## src/rtl/pixel_ray_scheduler.sv

```systemverilog
// Raster-order pixel issuer for the ray generator, with credit-limited rays in flight.
// Optional credit-stall cycle counter enabled by defining PIXEL_SCHED_STALL_CNT_EN.
module pixel_ray_scheduler #(
    parameter int H_PIXELS     = 320,
    parameter int V_PIXELS     = 180,
    parameter int MAX_INFLIGHT = 32
) (
    input  logic        aclk,
    input  logic        areset,
    input  logic        start,
    output logic        busy,
    output logic        done,
    output logic [10:0] hcount_axis_tdata,
    output logic        hcount_axis_tvalid,
    input  logic        hcount_axis_tready,
    output logic [9:0]  vcount_axis_tdata,
    output logic        vcount_axis_tvalid,
    input  logic        vcount_axis_tready,
    input  logic        ray_retire,
    output logic [7:0]  inflight,
    output logic        err_underflow
`ifdef PIXEL_SCHED_STALL_CNT_EN
    ,
    output logic [31:0] stall_cycles
`endif
);

    localparam logic [10:0] X_LAST     = 11'(H_PIXELS - 1);
    localparam logic [9:0]  Y_LAST     = 10'(V_PIXELS - 1);
    localparam logic [7:0]  CREDIT_MAX = 8'(MAX_INFLIGHT);

    typedef enum logic [1:0] {
        S_IDLE,
        S_ISSUE,
        S_DRAIN,
        S_DONE
    } state_t;

    state_t      state_reg;
    logic [10:0] x_reg;
    logic [9:0]  y_reg;
    logic [7:0]  inflight_reg;
    logic [7:0]  inflight_next;
    logic        acc_h_reg;
    logic        acc_v_reg;
    logic        busy_reg;
    logic        done_reg;
    logic        err_reg;

    logic in_issue;
    logic credit_ok;
    logic valid_h;
    logic valid_v;
    logic got_h;
    logic got_v;
    logic issue;
    logic last_px;

    // tvalid depends only on registered state: inflight can only fall while a
    // channel waits, so an asserted tvalid is never withdrawn before handshake.
    assign in_issue  = (state_reg == S_ISSUE);
    assign credit_ok = (inflight_reg < CREDIT_MAX);
    assign valid_h   = in_issue && !acc_h_reg && credit_ok;
    assign valid_v   = in_issue && !acc_v_reg && credit_ok;
    assign got_h     = acc_h_reg || (valid_h && hcount_axis_tready);
    assign got_v     = acc_v_reg || (valid_v && vcount_axis_tready);
    assign issue     = in_issue && got_h && got_v;
    assign last_px   = (x_reg == X_LAST) && (y_reg == Y_LAST);

    always_comb begin
        inflight_next = inflight_reg;
        if (issue && !ray_retire) begin
            inflight_next = inflight_reg + 8'd1;
        end else if (!issue && ray_retire && inflight_reg != 8'd0) begin
            inflight_next = inflight_reg - 8'd1;
        end
    end

    always_ff @(posedge aclk or posedge areset) begin
        if (areset) begin
            state_reg <= S_IDLE;
            x_reg     <= '0;
            y_reg     <= '0;
            acc_h_reg <= 1'b0;
            acc_v_reg <= 1'b0;
            busy_reg  <= 1'b0;
            done_reg  <= 1'b0;
        end else begin
            case (state_reg)
                S_IDLE: begin
                    done_reg <= 1'b0;
                    if (start) begin
                        state_reg <= S_ISSUE;
                        x_reg     <= '0;
                        y_reg     <= '0;
                        acc_h_reg <= 1'b0;
                        acc_v_reg <= 1'b0;
                        busy_reg  <= 1'b1;
                    end
                end
                S_ISSUE: begin
                    acc_h_reg <= got_h && !issue;
                    acc_v_reg <= got_v && !issue;
                    if (issue) begin
                        if (x_reg == X_LAST) begin
                            x_reg <= '0;
                            y_reg <= y_reg + 10'd1;
                        end else begin
                            x_reg <= x_reg + 11'd1;
                        end
                        if (last_px) begin
                            state_reg <= S_DRAIN;
                        end
                    end
                end
                S_DRAIN: begin
                    // No issue can occur here, so inflight_next reflects only retires.
                    if (inflight_next == 8'd0) begin
                        state_reg <= S_DONE;
                        busy_reg  <= 1'b0;
                        done_reg  <= 1'b1;
                    end
                end
                S_DONE: begin
                    state_reg <= S_IDLE;
                    done_reg  <= 1'b0;
                end
                default: begin
                    state_reg <= S_IDLE;
                    busy_reg  <= 1'b0;
                    done_reg  <= 1'b0;
                end
            endcase
        end
    end

    always_ff @(posedge aclk or posedge areset) begin
        if (areset) begin
            inflight_reg <= '0;
            err_reg      <= 1'b0;
        end else begin
            inflight_reg <= inflight_next;
            if (ray_retire && !issue && inflight_reg == 8'd0) begin
                err_reg <= 1'b1;
            end
        end
    end

`ifdef PIXEL_SCHED_STALL_CNT_EN
    logic [31:0] stall_reg;

    always_ff @(posedge aclk or posedge areset) begin
        if (areset) begin
            stall_reg <= '0;
        end else if (state_reg == S_IDLE && start) begin
            stall_reg <= '0;
        end else if (in_issue && inflight_reg == CREDIT_MAX) begin
            stall_reg <= stall_reg + 32'd1;
        end
    end

    assign stall_cycles = stall_reg;
`endif

    assign busy               = busy_reg;
    assign done               = done_reg;
    assign hcount_axis_tdata  = x_reg;
    assign vcount_axis_tdata  = y_reg;
    assign hcount_axis_tvalid = valid_h;
    assign vcount_axis_tvalid = valid_v;
    assign inflight           = inflight_reg;
    assign err_underflow      = err_reg;

endmodule

```

## config.mk

```make
export PLATFORM = sky130hd
export DESIGN_NAME = pixel_ray_scheduler
export DESIGN_NICKNAME = d
export VERILOG_FILES = /design/src/rtl/pixel_ray_scheduler.sv
export SDC_FILE = /design/constraint.sdc
export NUM_CORES = 1
export LEC_CHECK = 0
export ABC_AREA = 1
export CAP_MARGIN = 20
export CELL_PAD_IN_SITES_DETAIL_PLACEMENT = 1
export CELL_PAD_IN_SITES_GLOBAL_PLACEMENT = 1
export CORE_MARGIN = 2
export CORE_UTILIZATION = 38
export CTS_CLUSTER_SIZE = 28
export DETAILED_ROUTE_END_ITERATION = 10
export GPL_TIMING_DRIVEN = 1
export HOLD_SLACK_MARGIN = 0.15
export PLACE_DENSITY_LB_ADDON = 0.15
export SYNTH_ARGS = -nofsm -noshare
export SYNTH_HDL_FRONTEND = slang
export SYNTH_SLANG_ARGS = --single-unit
```

## constraint.sdc

```tcl
create_clock -name aclk -period 2.75 [get_ports aclk]
set_clock_uncertainty 0.1 [all_clocks]
set_input_delay 0.55 -clock aclk [delete_from_list [all_inputs] [get_ports aclk]]
set_output_delay 0.55 -clock aclk [all_outputs]
set_load 0.005 [all_outputs]
```

### Word level (Yosys, flattened, before mapping)

Cells that the tools add are included.

| operators by class | value |
|---|---|
| add/subtract/negate cells | 4 |
| magnitude comparators | 1 |
| equal/unequal tests | 10 |
| muxes and demuxes | 23 |
| reductions and logical operators | 35 |

Operator list:

| operator | number |
|---|---|
| $mux 11 | 3 |
| $mux 10 | 3 |
| $pmux 11 s2 | 1 |
| $pmux 10 s2 | 1 |
| $logic_not 8->1 | 2 |
| $mux 8 | 2 |
| $logic_and 1x1->1 | 15 |
| $add 11x1->11 const B | 1 |
| $eq 11x9->1 const B | 1 |
| $add 10x1->10 const B | 1 |
| $eq 10x8->1 const B | 1 |
| $add 8x1->8 const B | 1 |
| $lt 8x6->1 const B | 1 |
| $mux 2 | 4 |
| $pmux 1 s2 | 4 |
| $pmux 2 s4 | 1 |
| $reduce_and 4->1 | 2 |
| $reduce_bool 8->1 | 1 |
| $sub 8x1->8 const B | 1 |
| $ne 2x1->1 const B | 3 |
| $reduce_and 3->1 | 2 |
| $reduce_bool 2->1 | 3 |
| $eq 2x2->1 const B | 2 |
| $logic_not 1->1 | 4 |
| 7 further kinds | 13 |

| word-level totals | value |
|---|---|
| flip-flop bits (word level) | 36 |
| input bits | 6 |
| output and inout port bits | 34 |
| logic and storage cells | 82 |

### Depth between registers and ports, before layout

| depth | value |
|---|---|
| depth in word-level cells | 15 |
| gate-level depth with buffers | 19 |
| mapped depth without buffers | 18 |

### Worst setup path after synthesis

Ideal clock, no wire load.

| timing | value |
|---|---|
| path kind | register to register |
| start | register state_reg[1] |
| end | register state_reg[0] |
| setup time | 0.117 ns |
| data arrival time | 1.999 ns |
| data required time | 2.533 ns |
| setup slack | 0.534 ns |
| stages on the path, launching flop included | 18 |
| buffers on the path | 2 |
| clock period less this slack | 2.216 ns |
| cell sequence | dfrtp_1 > inv_1 > ha_1 > buf_2 > inv_1 > a21oi_4 > nand2_4 > nor2_4 > inv_2 > buf_6 > a21oi_1 > nand2_1 > nor2_1 > nand2_1 > nand2_4 > nand2_2 > nand2_1 > nand2_1 |

| between the ends | value |
|---|---|
| cells in the longest elaborated chain, start to end | 15 |
| elaborated cells on any way between the ends | 27 |
| classes of those cells | eq/ne (7); mux (3); reduce/logical (17) |

RTL lines:

| element | line | source |
|---|---|---|
| start, declared | 39 | `state_t state_reg;` |
| start signal, assigned | 81 | `state_reg <= S_IDLE;` |
| start signal, assigned | 93 | `state_reg <= S_ISSUE;` |
| start signal, assigned | 112 | `state_reg <= S_DRAIN;` |
| $eq 2x1->1 | 61, 89 |  |
| $logic_and 1x1->1 (2 in a row) | 63 | `assign valid_h = in_issue && !acc_h_reg && credit_ok;` |
| $logic_and 1x1->1 | 65 | `assign got_h = acc_h_reg \|\| (valid_h && hcount_axis_tready);` |
| $logic_or 1x1->1 | 65 |  |
| $logic_and 1x1->1 (2 in a row) | 67 | `assign issue = in_issue && got_h && got_v;` |
| $logic_not 1->1 | 74 | `end else if (!issue && ray_retire && inflight_reg != 8'd0) begin` |
| $logic_and 1x1->1 (2 in a row) | 74 |  |
| $mux 8 | 74 |  |
| $mux 8 | 72 | `if (issue && !ray_retire) begin` |
| $logic_not 8->1 | 118 | `if (inflight_next == 8'd0) begin` |
| $ne 2x2->1 (no source line) | n/a |  |
| $reduce_and 4->1 (no source line) | n/a |  |

Parallel ways exist; a longest one is shown, timed or not.
A chain may end at the register's enable or synchronous reset.

### Final worst setup path

| timing | value |
|---|---|
| start | register state_reg[1] |
| end | output vcount_axis_tvalid |

| between the ends | value |
|---|---|
| cells in the longest elaborated chain, start to end | 3 |

RTL lines:

| element | line | source |
|---|---|---|
| $eq 2x1->1 | 61 | `assign in_issue = (state_reg == S_ISSUE);` |
| $logic_and 1x1->1 (2 in a row) | 64 | `assign valid_v = in_issue && !acc_v_reg && credit_ok;` |
| end, declared | 17 | `output logic vcount_axis_tvalid,` |

Every way passes these cells.

==> qor.txt <==
Final layout net count - 384
Setup crit start kind - flip-flop
DR WL/cell - 14.5 um
Post-Syn Area - 2380 um^2
Share of post-route cells with drive strength above 1 - 9.19%
Synth Instances - 324
Combinational cell fraction of total power - 54.7%
Synth area leaders - dfrtp_1 (38%), nand2_1 (11%), inv_1 (8.8%), ha_1 (4.7%), nor2_1 (4.4%)
Starting density of the core - 39.8%
CTS tree - built
Largest net degree at the start of global routing - 37
Die Span X - 83.2 um
Final GP Congestion - 0.851
Max reg flops - 11
Syn. warnings - 0
Fmax - 388 MHz
Crit path DAT - 1930 ps
CP top delay family - buffers and inverters
Ys async rst share - 100%
Layout area overhead - 24.7%
Port-buffer cells - 39
Routed via count - 2303
Switching power - 1.27 mW
Antenna cells - 0
Initial antenna violation count - 0
DP HPWL - 4.91 mm
Clk sinks - 36
Worst-path clk slew - 80 ps
Final Cycle Share - 93.8%
H-Tree Depth - 2
Drt pass-1 iters - 4
Commonest cells in the synthesized netlist - nand2_1 (71), inv_1 (56), dfrtp_1 (36), nor2_1 (28), a21oi_1 (20)
DRT antenna net count - 0
First-pass GRT wire length - 11.2 mm
Clk pwr share - 15.2%
Run status - complete, no violations
Synthesized flop and latch total - 36
Tightest Pin Transition - 486 ps
Final hold vios - 0
VDD IR max - 0.449 mV
Most numerous cell in the Yosys netlist - nand2_1
Number of synthesized flops with an enable pin - 0
Placed Area - 2860 um^2
Crit path required time - 2100 ps
Vias per inst - 5.18
Slowest stage delay, CP - 510 ps
Crit path max fanout - 6
Slowest-stage cell, CP - clkdlybuf4s50_1
Cell taking the most area after synthesis - dfrtp_1
Post-route DRC - 0
Hold Path Class - reg2reg
Die height - 83.2 um
Crit-path cells - inv_1 > ha_4 > buf_4 > nand3_1 > nor2_1 > clkdlybuf4s50_1
RSZ-0062 raised after global routing - no
Internal power - 1.49 mW
Critical path class - reg2out
WL final - 6.43 mm
Post-layout util - 49.6%
Clock root cell - clkbuf_8
Skew-Pair Late Insertion Delay - 300 ps
Syn_nets - 339
Ports - 40
Die area - 6920 um^2
Post-Syn Area per Cell - 7.35 um^2
Setup TNS - 0 ps
Maxcap violations - 0
Clock buffer depth - 2
Synth top area share - 37.8%
Leak pwr - 1.42 nW
Post-CTS setup buffer count - 0
Core box area - 5990 um^2
Vias in the first global route - 2350
Tot GR Track Use - 20.0%
Row Count - 28
Synth cell types - 34
Top_reg_cell synth - dfrtp_1
Critical Path End Type - output port
Total power draw - 2.76 mW
Switching Share - 46.1%
Final worst path period need - 2580 ps
P per Cell Area - 929 nW/um^2
Final instance area - 2970 um^2
Total gr overflow - 0
Max Slew Vio Count - 0
Initial DRC count - 86
Sequential-to-total area share from yosys stat - 37.8%
Worst slew margin - 67.5%
Finish-stage setup viols - 0
Flop pwr share - 30.2%
Cts bufs inserted - 5
WP buf/inv - 3
## power by group through the flow
stage / sequential, mW / clock, mW / combinational [mW]
final: 0.832 / 0.419 / 1.51
after global routing: 0.858 / 0.459 / 1.71
after CTS: 0.829 / 0.432 / 1.51
after detailed placement: 0.838 / 0 / 1.49
after global placement: 0.835 / 0 / 1.46
after floorplan: 0.796 / 0 / 0.954
## worst register-to-register path, delay by kind of cell (launching register included)
kind | cells | cell delay (ps)
compound gates | 2 | 260
flops | 1 | 390
fa+ha+maj | 1 | 210
buf+inv | 2 | 330
simple gates | 11 | 1050
## worst paths after layout
path	end	from	cells past startpoint	slack (ps)
worst max register to register	done$_DFFE_PP0P_	state_reg[1]$_DFFE_PP0P_	16	320
worst min register to register	done$_DFFE_PP0P_	done$_DFFE_PP0P_	2	380
min in group asynchronous	acc_v_reg$_DFFE_PP0P_	areset	3	570
worst min-delay path	done$_DFFE_PP0P_	done$_DFFE_PP0P_	2	380
max in group asynchronous	inflight[4]$_DFF_PP0_	areset	3	1630
worst max-delay path	vcount_axis_tvalid	state_reg[1]$_DFFE_PP0P_	6	170
## layout make-up
type                            instances  area (um^2)
Inverter                               59          221
Timing Repair Buffer                   45          435
Sequential cell                        36          901
Clock inverter                          2         13.8
Tap cell                               75         93.8
Multi-Input combinational cell        222         1220
Fill cell                             753         3020
Clock buffer                            6         82.6
## through the flow
step | setup slack (ps) | hold WS [ps] | cells
final | 171 | 383 | 445
after global routing | 18.8 | 429 | 445
after CTS | 86.7 | 390 | 445
after detailed placement | 64.7 | 372 | 437
after global placement | 174 | 359 | 437
after floorplan | 534 | 364 | 324
## repair_timing
| action | CTS | global route |
|---|---|---|
| setup endpoints to repair | 2 | 5 |
| pin swaps | 0 | 0 |
| resized for setup | 1 | 1 |
| hold buffers | 0 | 0 |
## placed cells by master, fill, tap and decap left out, drive strengths merged, types with 5 or more instances in the layout
cell / count
nand2: 75
inv: 60
clkdlybuf4s50: 39
dfrtp: 36
nor2: 30
a21oi: 23
nand3: 21
nand4: 15
o21ai: 15
nor3: 13
ha: 9
clkbuf: 6
buf: 6
xor2: 5
## per-layer routing
layer,GRT usage (%),vias up,part of all wire [%]
met4,6.71,0,1.4
met5,0,-,0
met1,28.5,1109,50
li1,-,1140,-
met3,3.28,8,3.7
met2,30.8,46,45
## cells by family after synthesis
kind of cell,count (synthesis),share of synthesized area (%)
buffers and inverters,66,11.4
AO/OA/AOI/OAI,48,11.7
AND/OR/NAND/NOR,159,32.1
adder cells (fa/ha/maj),9,4.73
flip-flops,36,37.8
XOR/XNOR,6,2.21
(Power assumes the default switching activity.)
